**config.mk**
```make
export PLATFORM = sky130hd
export DESIGN_NAME = load_store_unit
export DESIGN_NICKNAME = d
export VERILOG_FILES = /design/src/rtl/load_store_unit.sv
export SDC_FILE = /design/constraint.sdc
export NUM_CORES = 1
export LEC_CHECK = 0
export CORE_AREA = 5 5 178 163
export CTS_BUF_LIST = sky130_fd_sc_hd__clkbuf_4 sky130_fd_sc_hd__clkbuf_8 sky130_fd_sc_hd__clkbuf_16
export CTS_CLUSTER_SIZE = 12
export DETAILED_ROUTE_END_ITERATION = 8
export DIE_AREA = 0 0 183 168
export GPL_TIMING_DRIVEN = 0
export REMOVE_ABC_BUFFERS = 1
export SYNTH_ARGS = -nofsm -noshare
export SYNTH_HDL_FRONTEND = slang
export SYNTH_SLANG_ARGS = --single-unit
```
**constraint.sdc**
```tcl
create_clock -name clk -period 5.8 [get_ports clk]
set_clock_uncertainty 0.15 [all_clocks]
set_input_delay 0.87 -clock clk [delete_from_list [all_inputs] [get_ports clk]]
set_output_delay 0.87 -clock clk [all_outputs]
set_load 0.02 [all_outputs]
```
**src/rtl/load_store_unit.sv**
```systemverilog
// rtl/load_store_unit.sv - data-memory load/store sequencer with unaligned split and read-modify-write
module load_store_unit #(
    parameter int TIMEOUT = 64
) (
    input  logic        clk,
    input  logic        rst_n,
    input  logic        start,
    input  logic        isLoad,
    input  logic        isStore,
    input  logic [31:0] aluResult,
    input  logic [31:0] writeDataMem,
    output logic        busy,
    output logic        done,
    output logic        error,
    output logic [31:0] readData,
    output logic [31:0] memAddr,
    output logic [31:0] memWriteData,
    output logic        MemRead,
    output logic        MemWrite,
    input  logic        memReady,
    input  logic [31:0] memReadData
);
    typedef enum logic [2:0] {IDLE, RD0, RD1, WR0, WR1, GAP, FIN} state_t;
    localparam logic [7:0] WAIT_LAST = 8'(TIMEOUT - 1);

    state_t      state, state_nx, after_gap, after_gap_nx;
    logic [31:0] addr0, addr1, store_data, w0, w1;
    logic [31:0] load_result, merge0, merge1;
    logic [1:0]  lane;
    logic        is_load, err, unaligned, access, timed_out;
    logic [7:0]  wait_cnt;
    logic [5:0]  sh, rsh;

    assign addr1     = addr0 + 32'd4;
    assign unaligned = lane != 2'd0;
    assign sh        = {1'b0, lane, 3'b000};
    assign rsh       = 6'd32 - sh;

    // Big-endian byte lanes: the first addressed byte lands in readData[31:24].
    assign load_result = unaligned ? ((w0 << sh) | (w1 >> rsh)) : w0;
    assign merge0      = unaligned ? ((w0 & ~(32'hFFFFFFFF >> sh)) | (store_data >> sh)) : store_data;
    assign merge1      = (w1 & ~(32'hFFFFFFFF << rsh)) | (store_data << rsh);

    assign access    = (state == RD0) || (state == RD1) || (state == WR0) || (state == WR1);
    assign timed_out = access && !memReady && (wait_cnt == WAIT_LAST);

    assign busy  = (state != IDLE) && (state != FIN);
    assign done  = state == FIN;
    assign error = (state == FIN) && err;

    always_comb begin
        state_nx     = state;
        after_gap_nx = after_gap;
        memAddr      = 32'd0;
        memWriteData = 32'd0;
        MemRead      = 1'b0;
        MemWrite     = 1'b0;
        case (state)
            IDLE: begin
                if (start) begin
                    if (isLoad == isStore)
                        state_nx = FIN;
                    else if (isLoad || (aluResult[1:0] != 2'd0))
                        state_nx = RD0;
                    else
                        state_nx = WR0;
                end
            end
            RD0: begin
                MemRead = 1'b1;
                memAddr = addr0;
                if (memReady) begin
                    state_nx     = GAP;
                    after_gap_nx = unaligned ? RD1 : FIN;
                end else if (timed_out) begin
                    state_nx = FIN;
                end
            end
            RD1: begin
                MemRead = 1'b1;
                memAddr = addr1;
                if (memReady) begin
                    state_nx     = GAP;
                    after_gap_nx = is_load ? FIN : WR0;
                end else if (timed_out) begin
                    state_nx = FIN;
                end
            end
            WR0: begin
                MemWrite     = 1'b1;
                memAddr      = addr0;
                memWriteData = merge0;
                if (memReady) begin
                    state_nx     = GAP;
                    after_gap_nx = unaligned ? WR1 : FIN;
                end else if (timed_out) begin
                    state_nx = FIN;
                end
            end
            WR1: begin
                MemWrite     = 1'b1;
                memAddr      = addr1;
                memWriteData = merge1;
                if (memReady) begin
                    state_nx     = GAP;
                    after_gap_nx = FIN;
                end else if (timed_out) begin
                    state_nx = FIN;
                end
            end
            GAP:     state_nx = after_gap;
            FIN:     state_nx = IDLE;
            default: state_nx = IDLE;
        endcase
    end

    always_ff @(posedge clk or negedge rst_n) begin
        if (!rst_n) begin
            state      <= IDLE;
            after_gap  <= IDLE;
            addr0      <= 32'd0;
            store_data <= 32'd0;
            lane       <= 2'd0;
            is_load    <= 1'b0;
            err        <= 1'b0;
            w0         <= 32'd0;
            w1         <= 32'd0;
            wait_cnt   <= 8'd0;
            readData   <= 32'd0;
        end else begin
            state     <= state_nx;
            after_gap <= after_gap_nx;
            wait_cnt  <= (access && (state_nx == state)) ? wait_cnt + 8'd1 : 8'd0;
            if ((state == IDLE) && start) begin
                addr0      <= {aluResult[31:2], 2'b00};
                lane       <= aluResult[1:0];
                store_data <= writeDataMem;
                is_load    <= isLoad;
                err        <= isLoad == isStore;
            end
            if (timed_out)
                err <= 1'b1;
            if ((state == RD0) && memReady)
                w0 <= memReadData;
            if ((state == RD1) && memReady)
                w1 <= memReadData;
            // Timed-out commands never pass through GAP, so readData keeps its old value.
            if ((state == GAP) && (after_gap == FIN) && is_load)
                readData <= load_result;
        end
    end
endmodule

```
# Word-level counts from Yosys, hierarchy flattened
# Cells that the tools add are included.
# Widths: inputs -> output; s select.
word_totals:
  reg_bits: 176
  in_bits: 102
  output_inout_bits: 101
  elab_cells: 92
op_classes:
  addsub: 3
  n_eq_ne: 15
  n_shift: 6
  muxes: 23
  n_bitwise: 7
  n_reduce_logical: 27
ops:
  columns: ["operator", "n"]
  rows:
  - ["$pmux 32 s2", 2]
  - ["$or 32x32->32", 3]
  - ["$and 32x32->32", 2]
  - ["$mux 32", 2]
  - ["$not 32->32", 2]
  - ["$add 32x3->32 const B", 1]
  - ["$shl 32x5->32", 1]
  - ["$shl 32x6->32", 1]
  - ["$shl 32x6->32 const A", 1]
  - ["$shr 32x5->32", 1]
  - ["$shr 32x5->32 const A", 1]
  - ["$shr 32x6->32", 1]
  - ["$mux 3", 10]
  - ["$eq 3x3->1 const B", 4]
  - ["$pmux 3 s4", 1]
  - ["$logic_and 1x1->1", 10]
  - ["$pmux 3 s3", 1]
  - ["$add 8x1->8 const B", 1]
  - ["$eq 8x6->1 const B", 1]
  - ["$mux 8", 1]
  - ["$ne 2x2->1 const B", 4]
  - ["$reduce_or 2->1", 4]
  - ["$eq 3x2->1 const B", 2]
  - ["$reduce_bool 2->1", 3]
  - ["other kinds (14)", 21]

# Logic depth before layout (Yosys ltp)
# Gate-level depths: netlist of run 1.
depth:
  ltp_word: 12
  ltp_mapped: 11
  mapped_depth_nobuf: 7

# Least setup slack after synthesis of run 1
# No wires, ideal clock.
synth_timing:
  kind: "reg2out"
  start: "reg lane[1]"
  end: "out memWriteData[24]"
  t_arrival_ns: 2.666
  required_ns: 4.780
  setup_slack_ns: 2.114
  path_stages_with_launch: 11
  path_buffers: 4
  path_cell_list: "dfrtp_1 > buf_2 > clkinv_1 > clkbuf_1 > clkbuf_1 > ha_1 > clkinv_1 > o21ai_1 > clkbuf_1 > a22oi_1 > o22ai_1"
synth_via:
  elab_chain_cells: 6
  word_cells_on_any_way: 14
  classes_between: "1 x add/sub; 4 x shift; 2 x mux; 6 x bitwise; 1 x reduce/logical"
synth_rtl:
  columns: ["item", "line_no", "text"]
  rows:
  - ["from (decl)", "29", "logic [1:0] lane;"]
  - ["from (signal assigned)", "136", "lane <= aluResult[1:0];"]
  - ["$sub 6x5->6 or $shr 32x5->32 (tied branches)", "37, 41", null]
  - ["$shl 32x6->32 or $not 32->32 (tied branches)", "42, 41", null]
  - ["$not 32->32 or $and 32x32->32 (tied branches)", "42, 41", null]
  - ["$and 32x32->32 or $or 32x32->32 (tied branches)", "42, 41", null]
  - ["$or 32x32->32 or $mux 32 (tied branches)", "42, 41", null]
  - ["$pmux 32 s2 *", "58", "case (state)"]
  - ["to (decl)", "17", "output logic [31:0] memWriteData,"]
# Mark *: on every way between the ends. The rest lies on a longest branch, timed or not.

# Worst setup path after layout of run 1
layout_timing:
  start: "reg lane[0]"
  end: "out memWriteData[1]"
# Same word-level chain as after synthesis.

==> results.py, run 1 <==
metrics = {
    "min_path": {
        "hold_path_class": "input pin to asynchronous set/reset pin",
    },
    "clocking": {
        "cts_tree": "yes",
        "numCtsBuffers": 17,
        "cts.htree.levels": 4,
        "cts.clk_slew.worst_paths_ns": 0.07,
        "clk_latency_ns": 0.43,
        "hold_buffers": 0,
        "clock_path_buffers": 2,
        "clock_sinks": 176,
        "root_buffer": "clkbuf_16",
    },
    "pwr": {
        "p_sw_mw": 4.41,
        "comb_power_share": 0.582,
        "p_per_area_mw_per_mm2": 678,
        "irDropWorstVdd_uv": 293,
        "seqPwrFrac": 0.285,
        "p_leak_nw": 5.39,
        "power_mw": 9.46,
        "intPower_mw": 5.06,
        "p_sw_frac": 0.466,
        "clkPwrFrac": 0.133,
    },
    "timing": {
        "timing.fmax_mhz": 176,
        "tns_ns": 0,
        "finalMaxSlewViolations": 0,
        "maxSlewHeadroom": 0.223,
        "setup_viol": 0,
        "hold_viol": 0,
        "fin_crit_ns": 5.68,
        "worst_pin_slew_ns": 1.16,
        "rsz0062_at_grt": "false",
        "finalCritPeriodShare": 0.979,
    },
    "setup_path": {
        "critPathMaxFanout": 87,
        "r2r_start": "lane[0]",
        "end_kind": "primary output",
        "worstReg2RegEnd": "readData[8]",
        "cp.required_ns": 4.78,
        "crit_type": "flip-flop to primary output",
        "crit_path_start": "lane[0]",
        "reg2regPathDepth": 8,
        "critPathLaunchType": "flip-flop",
        "rrSetupSlack_ns": 2.11,
        "worstPathArrival_ns": 4.66,
    },
    "yosys": {
        "synthSimpleGateAreaFrac": 0.128,
        "ys_warn_count": 0,
        "synth_compound_area_frac": 0.234,
        "synth_ff_type": "dfrtp_1",
        "async_flop_share": 1.00,
        "synth.distinct_cells": 59,
        "synth-xor-area-share": 0.00808,
        "synth_area_leader_cell": "dfrtp_1",
        "syn_avg_cell_area_um2": 9.43,
        "synth-seq-cells": 176,
        "synthTopCellsByArea": "dfrtp_1 (41%), mux2_2 (12%), o21ai_0 (4.8%), mux2i_1 (4.7%), nand2_1 (3.5%)",
        "syn_area_mm2": 0.0108,
        "seq_area_frac_synth": 0.406,
        "synth_edf_count": 0,
        "synth_top_cell_area_share": 0.406,
        "synth.area.mux_share": 0.167,
        "netlist_instances": 1149,
        "synth_top_family_by_area": "compound AO/OA/AOI/OAI gates",
        "synthAdderAreaFrac": 0.00693,
    },
    "floorplan": {
        "die-area_mm2": 0.0307,
        "io_pins": 203,
        "rows": 57,
        "coreArea_mm2": 0.0267,
        "die_h_um": 168,
        "start_util": 0.405,
        "die_w_um": 183,
    },
    "cells_and_area": {
        "register_area_mm2": 0.00441,
        "multi_input_area_mm2": 0.00597,
        "final_cell_mix": "clkdlybuf4s50_1 (199), dfrtp_1 (174), mux2_2 (115)",
        "layout.nets": 1402,
        "drive_gt1_frac": 0.153,
        "mostFrequentLayoutCell": "clkdlybuf4s50_1",
        "area_delta_synth_final_pct": 28.8,
        "num-fill-cells": 2468,
    },
    "grt": {
        "grt_first_pass_wirelength_um": 56600,
        "antenna_found_initial": 3,
        "grt_pass1_vias": 9562,
        "grt_max_degree": 94,
        "grt_util_all_layers": 0.231,
        "gr-total-overflow": 0,
    },
    "routing": {
        "wire_per_inst_um": 21.9,
        "drc": 0,
        "vias": 9954,
        "drtAntennaViolNets": 0,
        "via_per_inst": 5.99,
        "routed_wirelength_um": 36400,
        "initialDrtViolationCount": 922,
        "firstDrtPassIters": 5,
    },
    "job": {
        "drv_cap": 0,
    },
    "outcome": {
        "outcome": "complete, no violations",
    },
    "placed_design": {
        "io_buffers": 200,
        "post-dp-hpwl_um": 24600,
        "gp_congestion": 0.827,
    },
}
[area by class of cell]
| type | count | area share |
|---|---|---|
| multi-input combinational | 854 | 0.428 |
| timing repair buffer | 220 | 0.171 |
| antenna | 3 | 0.000538 |
| inverter | 25 | 0.00753 |
| clock inverter | 14 | 0.0146 |
| tap | 354 | 0.0317 |
| sequential | 176 | 0.316 |
| clock buffer | 17 | 0.0305 |
[routing by layer]
metal	part of all wire	vias up	global-route usage
li1	-	4624	-
met1	0.45	4894	0.327
met2	0.46	387	0.363
met3	0.065	49	0.0371
met4	0.024	0	0.0771
met5	0	-	0
[how the worst max path moves through the flow]
stage,endpoint
finish,memWriteData[1]
global route,memWriteData[5]
CTS,memWriteData[5]
detailed placement,memWriteData[23]
global placement,memWriteData[27]
floorplan,memWriteData[24]
[power groups by stage]
stage	clock network [mW]	logic [mW]	registers, mW
floorplan	0	3.23	2.64
global placement	0	5.11	2.82
detailed placement	0	5.37	2.70
CTS	1.29	5.49	2.67
global route	1.34	5.94	2.80
finish	1.26	5.51	2.70
[state kept, by name, summed over array words and instances (netlist names)]
signal and count:
addr0 30, readData 32, w0 32, lane 2, wait_cnt 8, err 1
is_load 1, after_gap 3, state 3, store_data 32, w1 32
[synthesized netlist by cell type, types with 7 or more instances]
cell type,number
a2111oi_0,18
a211oi_1,42
a21oi_1,72
a221o_1,8
a221oi_1,14
a22o_1,21
a22oi_1,20
a31oi_1,19
buf_1,7
buf_2,39
clkbuf_1,41
dfrtp_1,176
inv_1,21
mux2_2,115
mux2i_1,51
nand2_1,102
nand3_1,19
nand4_1,13
nor2_1,45
nor2b_1,42
nor3_1,18
o21ai_0,105
o21bai_1,8
o221ai_1,7
o22ai_1,34
o32ai_1,7
xnor2_1,7
[repair_timing]
item,4_1_cts,5_1_grt
setup buffers,1,0
resized for setup,8,2
pin swaps,0,0
endpoints found under the setup margin,32,13
[logic make-up after synthesis]
| group | after synthesis |
|---|---|
| mux | 166 |
| fa+ha+maj | 6 |
| xor+xnor | 10 |
| other cells | 1 |
| compound gates | 390 |
| flops | 176 |
| simple gates | 280 |
| buf+inv | 120 |
[critical path, stage by stage, from the launching register on]
cell	delay [ns]
dfrtp_4	0.71
buf_16	0.38
clkinv_2	0.33
ha_4	0.39
buf_12	0.24
or2_2	0.54
o32ai_4	0.62
a221o_1	0.31
clkdlybuf4s50_1	0.62
[through the flow]
stage	utilization	hold slack [ns]	instance area, um^2	std cells	setup slack, ns
finish	0.522	0.268	14000	1663	0.120
detailed placement	0.496	0.321	13300	1628	-0.648
CTS	0.522	0.303	13900	1660	0.0726
global placement	0.480	0.311	12800	1609	-6.02
global route	0.522	0.307	14000	1663	0.00991
floorplan	-	0.298	10400	1055	-1.70
Power figures use the tool's default switching activity.
==> inputs of run 2 (changes only) <==
--- a/config.mk
+++ b/config.mk
@@ -5,6 +5,7 @@
 export SDC_FILE = /design/constraint.sdc
 export NUM_CORES = 1
 export LEC_CHECK = 0
+export CAP_MARGIN = 10
 export CORE_AREA = 5 5 178 163
 export CTS_BUF_LIST = sky130_fd_sc_hd__clkbuf_4 sky130_fd_sc_hd__clkbuf_8 sky130_fd_sc_hd__clkbuf_16
 export CTS_CLUSTER_SIZE = 12
==> run 2 against run 1 <==
  * Final area shrank 0.21%
  * Register-to-register slack is essentially flat
  * Fmax shrank 0.45%
  * Critical path depth is the same
  * First-iteration DRC count shrank 3.9%
  * Worst hold slack gained 0.00074 ns
  * Total power shrank 0.70%
  * Core utilization shrank 0.11 points
  * Critical path type unchanged
  * Largest power group unchanged
==> results.py, run 2 (synthesis results as in run 1) <==
metrics = {
    "cells_and_area": {
        "mostFrequentLayoutCell": "clkdlybuf4s50_1",
        "register_area_mm2": 0.00441,
        "drive_gt1_frac": 0.153,
        "num-fill-cells": 2498,
        "layout.nets": 1402,
        "area_delta_synth_final_pct": 28.6,
        "final_cell_mix": "clkdlybuf4s50_1 (199), dfrtp_1 (174), mux2_2 (115)",
        "multi_input_area_mm2": 0.00597,
        "final_core_util": 0.521,
        "finalInstanceArea_mm2": 0.0139,
    },
    "clocking": {
        "clock_sinks": 176,
        "root_buffer": "clkbuf_16",
        "cts.clk_slew.worst_paths_ns": 0.07,
        "cts_tree": "yes",
        "hold_buffers": 0,
        "clk_latency_ns": 0.42,
        "cts.htree.levels": 4,
        "clock_path_buffers": 2,
        "numCtsBuffers": 17,
    },
    "pwr": {
        "irDropWorstVdd_uv": 290,
        "p_leak_nw": 5.37,
        "p_per_area_mw_per_mm2": 675,
    },
    "timing": {
        "fin_crit_ns": 5.71,
        "hold_viol": 0,
        "rsz0062_at_grt": "false",
        "worst_pin_slew_ns": 1.15,
        "maxSlewHeadroom": 0.232,
        "setup_viol": 0,
        "holdWs_ns": 0.269,
        "timing.fmax_mhz": 175,
        "finalMaxSlewViolations": 0,
        "finalCritPeriodShare": 0.984,
    },
    "setup_path": {
        "path_cells": "buf_16 > clkinv_2 > ha_4 > buf_12 > or2_2 > o32ai_4 > a221o_1 > clkdlybuf4s50_1",
        "r2r_start": "lane[0]",
        "crit_type": "flip-flop to primary output",
        "crit_buf_inv": 4,
        "worst-path-stages": 8,
        "cp_slowest_cell": "dfrtp_4",
        "cp.required_ns": 4.78,
        "rrSetupSlack_ns": 2.12,
        "crit_path_start": "lane[0]",
        "end_kind": "primary output",
        "critPathLaunchType": "flip-flop",
        "worstReg2RegEnd": "readData[8]",
        "worstPathArrival_ns": 4.69,
        "cpPeakStageDelay_ns": 0.71,
        "critPathMaxFanout": 87,
        "crit_family": "buffers and inverters",
        "reg2regPathDepth": 8,
    },
    "grt": {
        "antenna_found_initial": 3,
        "grt_first_pass_wirelength_um": 56500,
        "grt_pass1_vias": 9632,
        "grt_max_degree": 94,
        "grt_util_all_layers": 0.231,
        "gr-total-overflow": 0,
    },
    "routing": {
        "routed_wirelength_um": 36400,
        "via_per_inst": 5.99,
        "vias": 9957,
        "drc": 0,
        "initialDrtViolationCount": 886,
        "drtAntennaViolNets": 0,
        "firstDrtPassIters": 5,
        "wire_per_inst_um": 21.9,
    },
    "floorplan": {
        "start_util": 0.405,
        "rows": 57,
        "coreArea_mm2": 0.0267,
        "die_w_um": 183,
        "io_pins": 203,
        "die-area_mm2": 0.0307,
        "die_h_um": 168,
    },
    "outcome": {
        "outcome": "complete, no violations",
    },
    "placed_design": {
        "io_buffers": 200,
        "placed_area_mm2": 0.0133,
        "post-dp-hpwl_um": 24600,
        "gp_congestion": 0.827,
    },
    "job": {
        "drv_cap": 0,
    },
    "min_path": {
        "hold_path_class": "input pin to asynchronous set/reset pin",
    },
}
## run 2: cell count changes in the layout (fill, tap and decap cells not counted)
cell and delta:
bufinv_16 -2, clkbuf_8 +2, clkinv_2 -1, clkinv_4 +1
## run 2: power by group
group	switching [mW]	internal, mW
registers	0.870	1.82
logic	3.01	2.50
clock network	0.525	0.668
## run 2: what timing repair did
item                       4_1_cts  5_1_grt
cloned                           0        0
setup endpoints to repair       32       14
buffers inserted                 1        0
gates resized for setup          8        2
hold endpoints to repair         0        0
## run 2: how the worst max path moves through the flow
stage / endpoint / slack (ns)
floorplan: memWriteData[24] / -1.70
global placement: memWriteData[27] / -6.02
detailed placement: memWriteData[21] / -0.63
finish: memWriteData[3] / 0.09
global route: memWriteData[5] / 0.008
CTS: memWriteData[5] / 0.05
## run 2: per-stage QoR
stage / setup WS [ns] / TNS, ns / total power, mW / std cells
after floorplan: -1.70 / -64.55 / 5.87 / 1055
after global placement: -6.02 / -1093.57 / 7.93 / 1609
after detailed placement: -0.633 / -9.52 / 8.08 / 1628
after CTS: 0.0526 / 0 / 9.37 / 1660
after global routing: 0.00796 / 0 / 10.0 / 1663
final: 0.0941 / 0 / 9.40 / 1663
## run 2: layout make-up
class,instances,share of cell area
clock inverters,12,0.0106
repair buffers,220,0.172
flip-flops and latches,176,0.317
multi-input cells,854,0.429
diodes,3,0.000539
well taps,354,0.0318
clock buffers,19,0.0325
inverters,25,0.00754
## run 2: routing by layer
layer / track usage / part of all wire / up-vias
li1: - / - / 4606
met1: 0.332 / 0.46 / 4917
met2: 0.357 / 0.46 / 382
met3: 0.0321 / 0.059 / 52
met4: 0.0832 / 0.028 / 0
met5: 0 / 0 / -
